### src/rtl/ssi_encoder_slave_if.sv
// rtl/ssi_encoder_slave_if.sv - SSI clock/data pair between reader (master) and encoder emulator (slave)
interface ssi_encoder_slave_if;
    logic ssi_c;
    logic ssi_d;

    modport master (output ssi_c, input ssi_d);
    modport slave  (input ssi_c, output ssi_d);
endinterface

### src/rtl/ssi_encoder_slave.sv
// rtl/ssi_encoder_slave.sv - SSI absolute-encoder emulator serialising pos_in MSB first
module ssi_encoder_slave #(
    parameter int DATA_BITS      = 28,
    parameter int TIMEOUT_CYCLES = 2000,
    parameter int GRAY           = 0
) (
    input  logic                 clk_100m,
    input  logic                 rst_n_syn,
    input  logic [DATA_BITS-1:0] pos_in,
    ssi_encoder_slave_if.slave   ssi,
    output logic                 busy,
    output logic                 frame_done,
    output logic                 clk_err,
    output logic [15:0]          frame_cnt
);
    localparam int TW = $clog2(TIMEOUT_CYCLES + 1);
    localparam int CW = $clog2(DATA_BITS + 1);
    localparam logic [TW-1:0] T_MAX  = TW'(TIMEOUT_CYCLES);
    localparam logic [CW-1:0] N_BITS = CW'(DATA_BITS);

    typedef enum logic [1:0] {IDLE, SHIFT, MONO} state_t;

    state_t               state, state_n;
    logic                 sync1, sync2, hist;
    logic [TW-1:0]        timer, timer_n;
    logic [DATA_BITS-1:0] shreg, shreg_n;
    logic [CW-1:0]        bit_cnt, bit_cnt_n;
    logic                 ssi_d_q, ssi_d_n;
    logic                 busy_n, done_n, err_n;
    logic [15:0]          fcnt_q, fcnt_n;
    logic                 fall, rise, timeout;
    logic [DATA_BITS-1:0] load_word;

    assign fall      = hist & ~sync2;
    assign rise      = ~hist & sync2;
    assign timeout   = (timer == T_MAX);
    assign load_word = (GRAY != 0) ? (pos_in ^ (pos_in >> 1)) : pos_in;

    assign ssi.ssi_d = ssi_d_q;
    assign frame_cnt = fcnt_q;

    always_ff @(posedge clk_100m or negedge rst_n_syn) begin
        if (!rst_n_syn) begin
            sync1      <= 1'b1;
            sync2      <= 1'b1;
            hist       <= 1'b1;
            state      <= IDLE;
            timer      <= '0;
            shreg      <= '0;
            bit_cnt    <= '0;
            ssi_d_q    <= 1'b1;
            busy       <= 1'b0;
            frame_done <= 1'b0;
            clk_err    <= 1'b0;
            fcnt_q     <= '0;
        end else begin
            sync1      <= ssi.ssi_c;
            sync2      <= sync1;
            hist       <= sync2;
            state      <= state_n;
            timer      <= timer_n;
            shreg      <= shreg_n;
            bit_cnt    <= bit_cnt_n;
            ssi_d_q    <= ssi_d_n;
            busy       <= busy_n;
            frame_done <= done_n;
            clk_err    <= err_n;
            fcnt_q     <= fcnt_n;
        end
    end

    // Monoflop timer: runs only while the master clock sits high, restarts on every edge.
    always_comb begin
        timer_n = timer;
        if (state == IDLE || fall || rise)
            timer_n = '0;
        else if (sync2 && !timeout)
            timer_n = timer + 1'b1;
    end

    always_comb begin
        state_n   = state;
        shreg_n   = shreg;
        bit_cnt_n = bit_cnt;
        ssi_d_n   = ssi_d_q;
        busy_n    = busy;
        done_n    = 1'b0;
        err_n     = 1'b0;
        fcnt_n    = fcnt_q;
        case (state)
            IDLE: begin
                ssi_d_n = 1'b1;
                busy_n  = 1'b0;
                if (fall) begin
                    shreg_n   = load_word;
                    bit_cnt_n = '0;
                    busy_n    = 1'b1;
                    state_n   = SHIFT;
                end
            end
            SHIFT: begin
                if (timeout) begin
                    err_n   = 1'b1;
                    ssi_d_n = 1'b1;
                    busy_n  = 1'b0;
                    state_n = IDLE;
                end else if (rise) begin
                    if (bit_cnt == N_BITS) begin
                        ssi_d_n = 1'b0;
                        state_n = MONO;
                    end else begin
                        ssi_d_n   = shreg[DATA_BITS-1];
                        shreg_n   = shreg << 1;
                        bit_cnt_n = bit_cnt + 1'b1;
                    end
                end
            end
            MONO: begin
                ssi_d_n = 1'b0;
                if (fall) begin
                    err_n = 1'b1;
                end else if (timeout) begin
                    ssi_d_n = 1'b1;
                    busy_n  = 1'b0;
                    done_n  = 1'b1;
                    fcnt_n  = fcnt_q + 16'd1;
                    state_n = IDLE;
                end
            end
            default: begin
                ssi_d_n = 1'b1;
                busy_n  = 1'b0;
                state_n = IDLE;
            end
        endcase
    end
endmodule

### src/flat_wrapper.sv
// flat-port wrapper written by rule: the top's interface ports become plain ports
module ssi_encoder_slave_flat 
#(
    parameter int DATA_BITS      = 28,
    parameter int TIMEOUT_CYCLES = 2000,
    parameter int GRAY           = 0
)
  (clk_100m, rst_n_syn, pos_in, busy, frame_done, clk_err, frame_cnt, ssi_ssi_c, ssi_ssi_d);
  ssi_encoder_slave_if ssi_i ();
  input  logic clk_100m;
  input  logic rst_n_syn;
  input  logic [DATA_BITS-1:0] pos_in;
  output logic busy;
  output logic frame_done;
  output logic clk_err;
  output logic [15:0] frame_cnt;
  input wire logic [$bits(ssi_i.ssi_c)-1:0] ssi_ssi_c;
  output wire logic [$bits(ssi_i.ssi_d)-1:0] ssi_ssi_d;
  assign ssi_i.ssi_c = ssi_ssi_c;
  assign ssi_ssi_d = ssi_i.ssi_d;
  ssi_encoder_slave #(.DATA_BITS(DATA_BITS), .TIMEOUT_CYCLES(TIMEOUT_CYCLES), .GRAY(GRAY)) u_core (.clk_100m(clk_100m), .rst_n_syn(rst_n_syn), .pos_in(pos_in), .ssi(ssi_i), .busy(busy), .frame_done(frame_done), .clk_err(clk_err), .frame_cnt(frame_cnt));
endmodule
### config.mk
export PLATFORM = sky130hd
export DESIGN_NAME = ssi_encoder_slave_flat
export DESIGN_NICKNAME = d
export VERILOG_FILES = /design/src/rtl/ssi_encoder_slave_if.sv /design/src/rtl/ssi_encoder_slave.sv /design/src/flat_wrapper.sv
export SDC_FILE = /design/constraint.sdc
export NUM_CORES = 1
export LEC_CHECK = 0
export ABC_CLOCK_PERIOD_IN_PS = 6300
export CORE_MARGIN = 3
export CORE_UTILIZATION = 35
export CTS_CLUSTER_DIAMETER = 100
export CTS_CLUSTER_SIZE = 28
export DETAILED_ROUTE_END_ITERATION = 10
export SYNTH_ARGS = -nofsm -noshare
export SYNTH_HDL_FRONTEND = slang
export SYNTH_SLANG_ARGS = --single-unit
### constraint.sdc
create_clock -name clk_100m -period 6.3 [get_ports clk_100m]
set_input_delay 1.575 -clock clk_100m [delete_from_list [all_inputs] [get_ports clk_100m]]
set_output_delay 1.575 -clock clk_100m [all_outputs]
set_load 0.03 [all_outputs]
==> results.py <==
metrics = {
    "logic_synthesis": {
        "mappedNetlistNets": 344,
        "synth_cell_type_count": 43,
        "syn-cell-area_um2": 3620,
        "avgSynthCellArea_um2": 11.9,
        "synth-edff-count": 0,
        "postSynthRegisterBits": 69,
        "yosys_warnings": 0,
        "synth_seq_area_share_pct": 47.9,
        "postSynth.asyncResetShare_pct": 100,
        "synthCells": 305,
        "synth_flop_cell": "sky130_fd_sc_hd__dfrtp_1",
    },
    "routing": {
        "dr_total_vias": 2464,
        "drc": 0,
        "antenna_violating_nets_post_route": 0,
        "detail_route.first_pass.iterations": 4,
        "initialDrtViolationCount": 68,
        "wl_mm": 7.06,
        "post_drt_wl_per_cell_um": 14.4,
        "post_drt_via_cell_ratio": 5.01,
    },
    "clock_tree": {
        "cts_root_buf": "sky130_fd_sc_hd__clkbuf_8",
        "clock-sinks": 69,
        "htree_depth": 3,
        "tritoncts": "done",
        "cts.reportedPaths.clkPinSlew_ns": 0.07,
        "post_cts.repair.setup_buffers": 0,
        "clk_latency_ns": 0.35,
        "holdBufCountCts": 0,
        "clock_tree.buffer_depth": 2,
        "numCtsBuffers": 9,
        "cts_repair_resize_count": 0,
    },
    "die": {
        "initial_core_util_pct": 36.5,
        "floorplan.die_area_um2": 11600,
        "floorplan.core_area_um2": 9910,
        "die-width_um": 108,
        "die_h_um": 108,
        "io_pins": 51,
        "placement_rows": 36,
    },
    "hold_path": {
        "worst_hold_path.num_cells": 0,
        "min-delay-start": "u_core.sync1",
        "hp-class": "register to register",
        "timing.hold.worst_endpoint": "u_core.sync2",
    },
    "timing": {
        "timing_worst_slew_pin_value_ns": 0.927,
        "period_share_pct": 49.8,
        "worst_case_clock_skew_ns": 0.00961,
        "final-max-slew-violation-count": 0,
        "period_needed_ns": 3.14,
        "fmax_mhz": 319,
        "setup_tns_ns": 0,
        "setup_repair_after_global_routing_missed_its_margin": "false",
        "setup-violations-final": 0,
        "postLayoutSetupSlackWorst_ns": 3.16,
        "tightest_slew_margin_relative_to_the_limit_pct": 38.2,
        "timing_hold_violations_final": 0,
        "fin_hold_ws_ns": 0.363,
    },
    "global_routing": {
        "grt_antenna_before_repair": 0,
        "grt_usage_pct": 13.2,
        "global_route_wire_length_before_repair_mm": 12.1,
        "grt_max_degree": 70,
        "via_count_of_the_first_global_routing_pass": 2547,
        "overflow": 0,
    },
    "setup_path": {
        "critPathMaxFanout": 8,
        "worstSetupPathType": "register to output port",
        "critical-path-max-stage-delay_ns": 0.73,
        "crit_family": "buffers and inverters",
        "rr_worst_depth": 6,
        "reg2reg_setup_slack_ns": 3.47,
        "worstPathBufferInverterCount": 1,
        "path_cells": "clkdlybuf4s50_1",
        "r2r_end": "u_core.shreg[22]",
        "critical_path.slowest_cell": "sky130_fd_sc_hd__clkdlybuf4s50_1",
        "end_kind": "output port",
        "cp_data_arrival_time_ns": 1.56,
        "startpoint_type": "register",
        "worstPathRequired_ns": 4.72,
        "worst_r2r_startpoint": "u_core.state[1]",
        "crit_cells": 1,
    },
    "cells_and_area": {
        "layout-area-overhead-vs-synth_pct": 23.2,
        "fillerInstances": 939,
        "nets": 393,
        "antenna-diode-count": 0,
        "finish.instance_area_um2": 4460,
        "fraction_of_layout_cells_with_a_size_suffix_above_1_pct": 22.3,
    },
    "run": {
        "maxCapViolations": 0,
    },
    "power_and_ir_drop": {
        "vdd_drop_max_uv": 144,
        "cellPowerDensity_nw_per_um2": 290,
        "cellLeakagePower_nw": 1.87,
        "totalPowerFinal_mw": 1.30,
    },
    "placed_design": {
        "finalWeightedCongestion": 0.796,
        "buffer_ports.inserted": 50,
        "placed_area_um2": 4220,
        "dpl_worst_slack_ns": 3.46,
        "detailedPlacementHpwl_mm": 4.75,
    },
    "status": {
        "status": "finished clean",
    },
}
[cells in the final DEF (no fill, tap or decap), types with 2 or more instances in the layout]
| cell | netlist | layout |
|---|---|---|
| sky130_fd_sc_hd__o21ai_0 | 7 | 7 |
| sky130_fd_sc_hd__mux2_4 | 27 | 27 |
| sky130_fd_sc_hd__mux2_2 | 28 | 28 |
| sky130_fd_sc_hd__inv_1 | 13 | 13 |
| sky130_fd_sc_hd__nor4_1 | 9 | 9 |
| sky130_fd_sc_hd__dfstp_2 | 4 | 4 |
| sky130_fd_sc_hd__a21oi_1 | 7 | 7 |
| sky130_fd_sc_hd__bufinv_16 | 0 | 3 |
| sky130_fd_sc_hd__clkdlybuf4s50_1 | 0 | 49 |
| sky130_fd_sc_hd__and3_1 | 5 | 5 |
| sky130_fd_sc_hd__nor2_1 | 15 | 15 |
| sky130_fd_sc_hd__nand2b_1 | 4 | 4 |
| sky130_fd_sc_hd__nor3_1 | 7 | 7 |
| sky130_fd_sc_hd__buf_4 | 0 | 2 |
| sky130_fd_sc_hd__clkbuf_8 | 0 | 10 |
| sky130_fd_sc_hd__nand2_1 | 14 | 14 |
| sky130_fd_sc_hd__a31oi_1 | 5 | 5 |
| sky130_fd_sc_hd__o31ai_1 | 5 | 5 |
| sky130_fd_sc_hd__nand3_1 | 10 | 10 |
| sky130_fd_sc_hd__nor2b_1 | 3 | 3 |
| sky130_fd_sc_hd__xor2_1 | 16 | 16 |
| sky130_fd_sc_hd__xnor2_1 | 8 | 8 |
| sky130_fd_sc_hd__ha_1 | 8 | 8 |
| sky130_fd_sc_hd__clkbuf_1 | 9 | 2 |
| sky130_fd_sc_hd__nand4_1 | 10 | 10 |
| sky130_fd_sc_hd__and4_1 | 4 | 4 |
| sky130_fd_sc_hd__dfrtp_1 | 65 | 65 |
[Yosys cell counts, types with 5 or more instances]
cell | n | share of area [%]
sky130_fd_sc_hd__a21oi_1 | 7 | 0.97
sky130_fd_sc_hd__a31oi_1 | 5 | 0.86
sky130_fd_sc_hd__and3_1 | 5 | 0.86
sky130_fd_sc_hd__clkbuf_1 | 9 | 0.93
sky130_fd_sc_hd__dfrtp_1 | 65 | 45
sky130_fd_sc_hd__ha_1 | 8 | 2.8
sky130_fd_sc_hd__inv_1 | 13 | 1.3
sky130_fd_sc_hd__mux2_2 | 28 | 8.7
sky130_fd_sc_hd__mux2_4 | 27 | 11
sky130_fd_sc_hd__nand2_1 | 14 | 1.5
sky130_fd_sc_hd__nand3_1 | 10 | 1.4
sky130_fd_sc_hd__nand4_1 | 10 | 1.7
sky130_fd_sc_hd__nor2_1 | 15 | 1.6
sky130_fd_sc_hd__nor3_1 | 7 | 0.97
sky130_fd_sc_hd__nor4_1 | 9 | 1.6
sky130_fd_sc_hd__o21ai_0 | 7 | 0.97
sky130_fd_sc_hd__o31ai_1 | 5 | 1.0
sky130_fd_sc_hd__xnor2_1 | 8 | 1.9
sky130_fd_sc_hd__xor2_1 | 16 | 3.9
[layout make-up]
cell class	instances	area, µm²	share of cell area, %
sequential	69	1730	38.8
timing repair buffer	52	510	11.5
clock buffer	12	145	3.26
inverter	13	48.8	1.09
clock inverter	4	95.1	2.13
tap	133	166	3.73
multi-input combinational	209	1760	39.5
[cells by family (layout without fill, tap and decap cells)]
logic type | after synthesis | after routing | share of synthesized area [%]
simple gates | 90 | 90 | 14.5
flops | 69 | 69 | 47.9
mux | 55 | 55 | 19.9
compound gates | 32 | 32 | 5.71
buf+inv | 27 | 81 | 3.46
xor+xnor | 24 | 24 | 5.81
fa+ha+maj | 8 | 8 | 2.77
[registers in the layout, summed over array words and instances, names as in the netlist, 2 cells and up]
signal            count
u_core.state          2
u_core.shreg         28
u_core.timer         11
u_core.bit_cnt        5
u_core.frame_cnt     16
[report_power, final]
group          switching (mW)  internal (mW)
Clock                   0.165          0.274
Combinational          0.0892          0.181
Sequential             0.0527          0.533
[per-stage QoR]
stage | cells | utilization [%]
3_3_place_gp | 476 | 42.6
4_1_cts | 492 | 45.0
5_1_grt | 492 | 45.0
2_1_floorplan | 305 | -
3_5_place_dp | 476 | 42.6
6_report | 492 | 45.0
[metal layers]
layer	vias to the layer above	share of wire, %	global-route usage [%]
li1	1196	-	-
met1	1197	46	16.7
met2	58	46	20.6
met3	13	6.5	5.28
met4	0	1.6	4.33
met5	-	0	0
[worst max-delay path by stage]
stage                   startpoint               end
2_1_floorplan            pos_in[1]   u_core.shreg[1]
3_3_place_gp       u_core.state[1]   u_core.shreg[8]
3_5_place_dp       u_core.state[1]  u_core.shreg[11]
4_1_cts        u_core.frame_cnt[2]      frame_cnt[2]
5_1_grt        u_core.frame_cnt[2]      frame_cnt[2]
6_report       u_core.frame_cnt[2]      frame_cnt[2]
No activity file was read; power rests on OpenSTA's default activity.
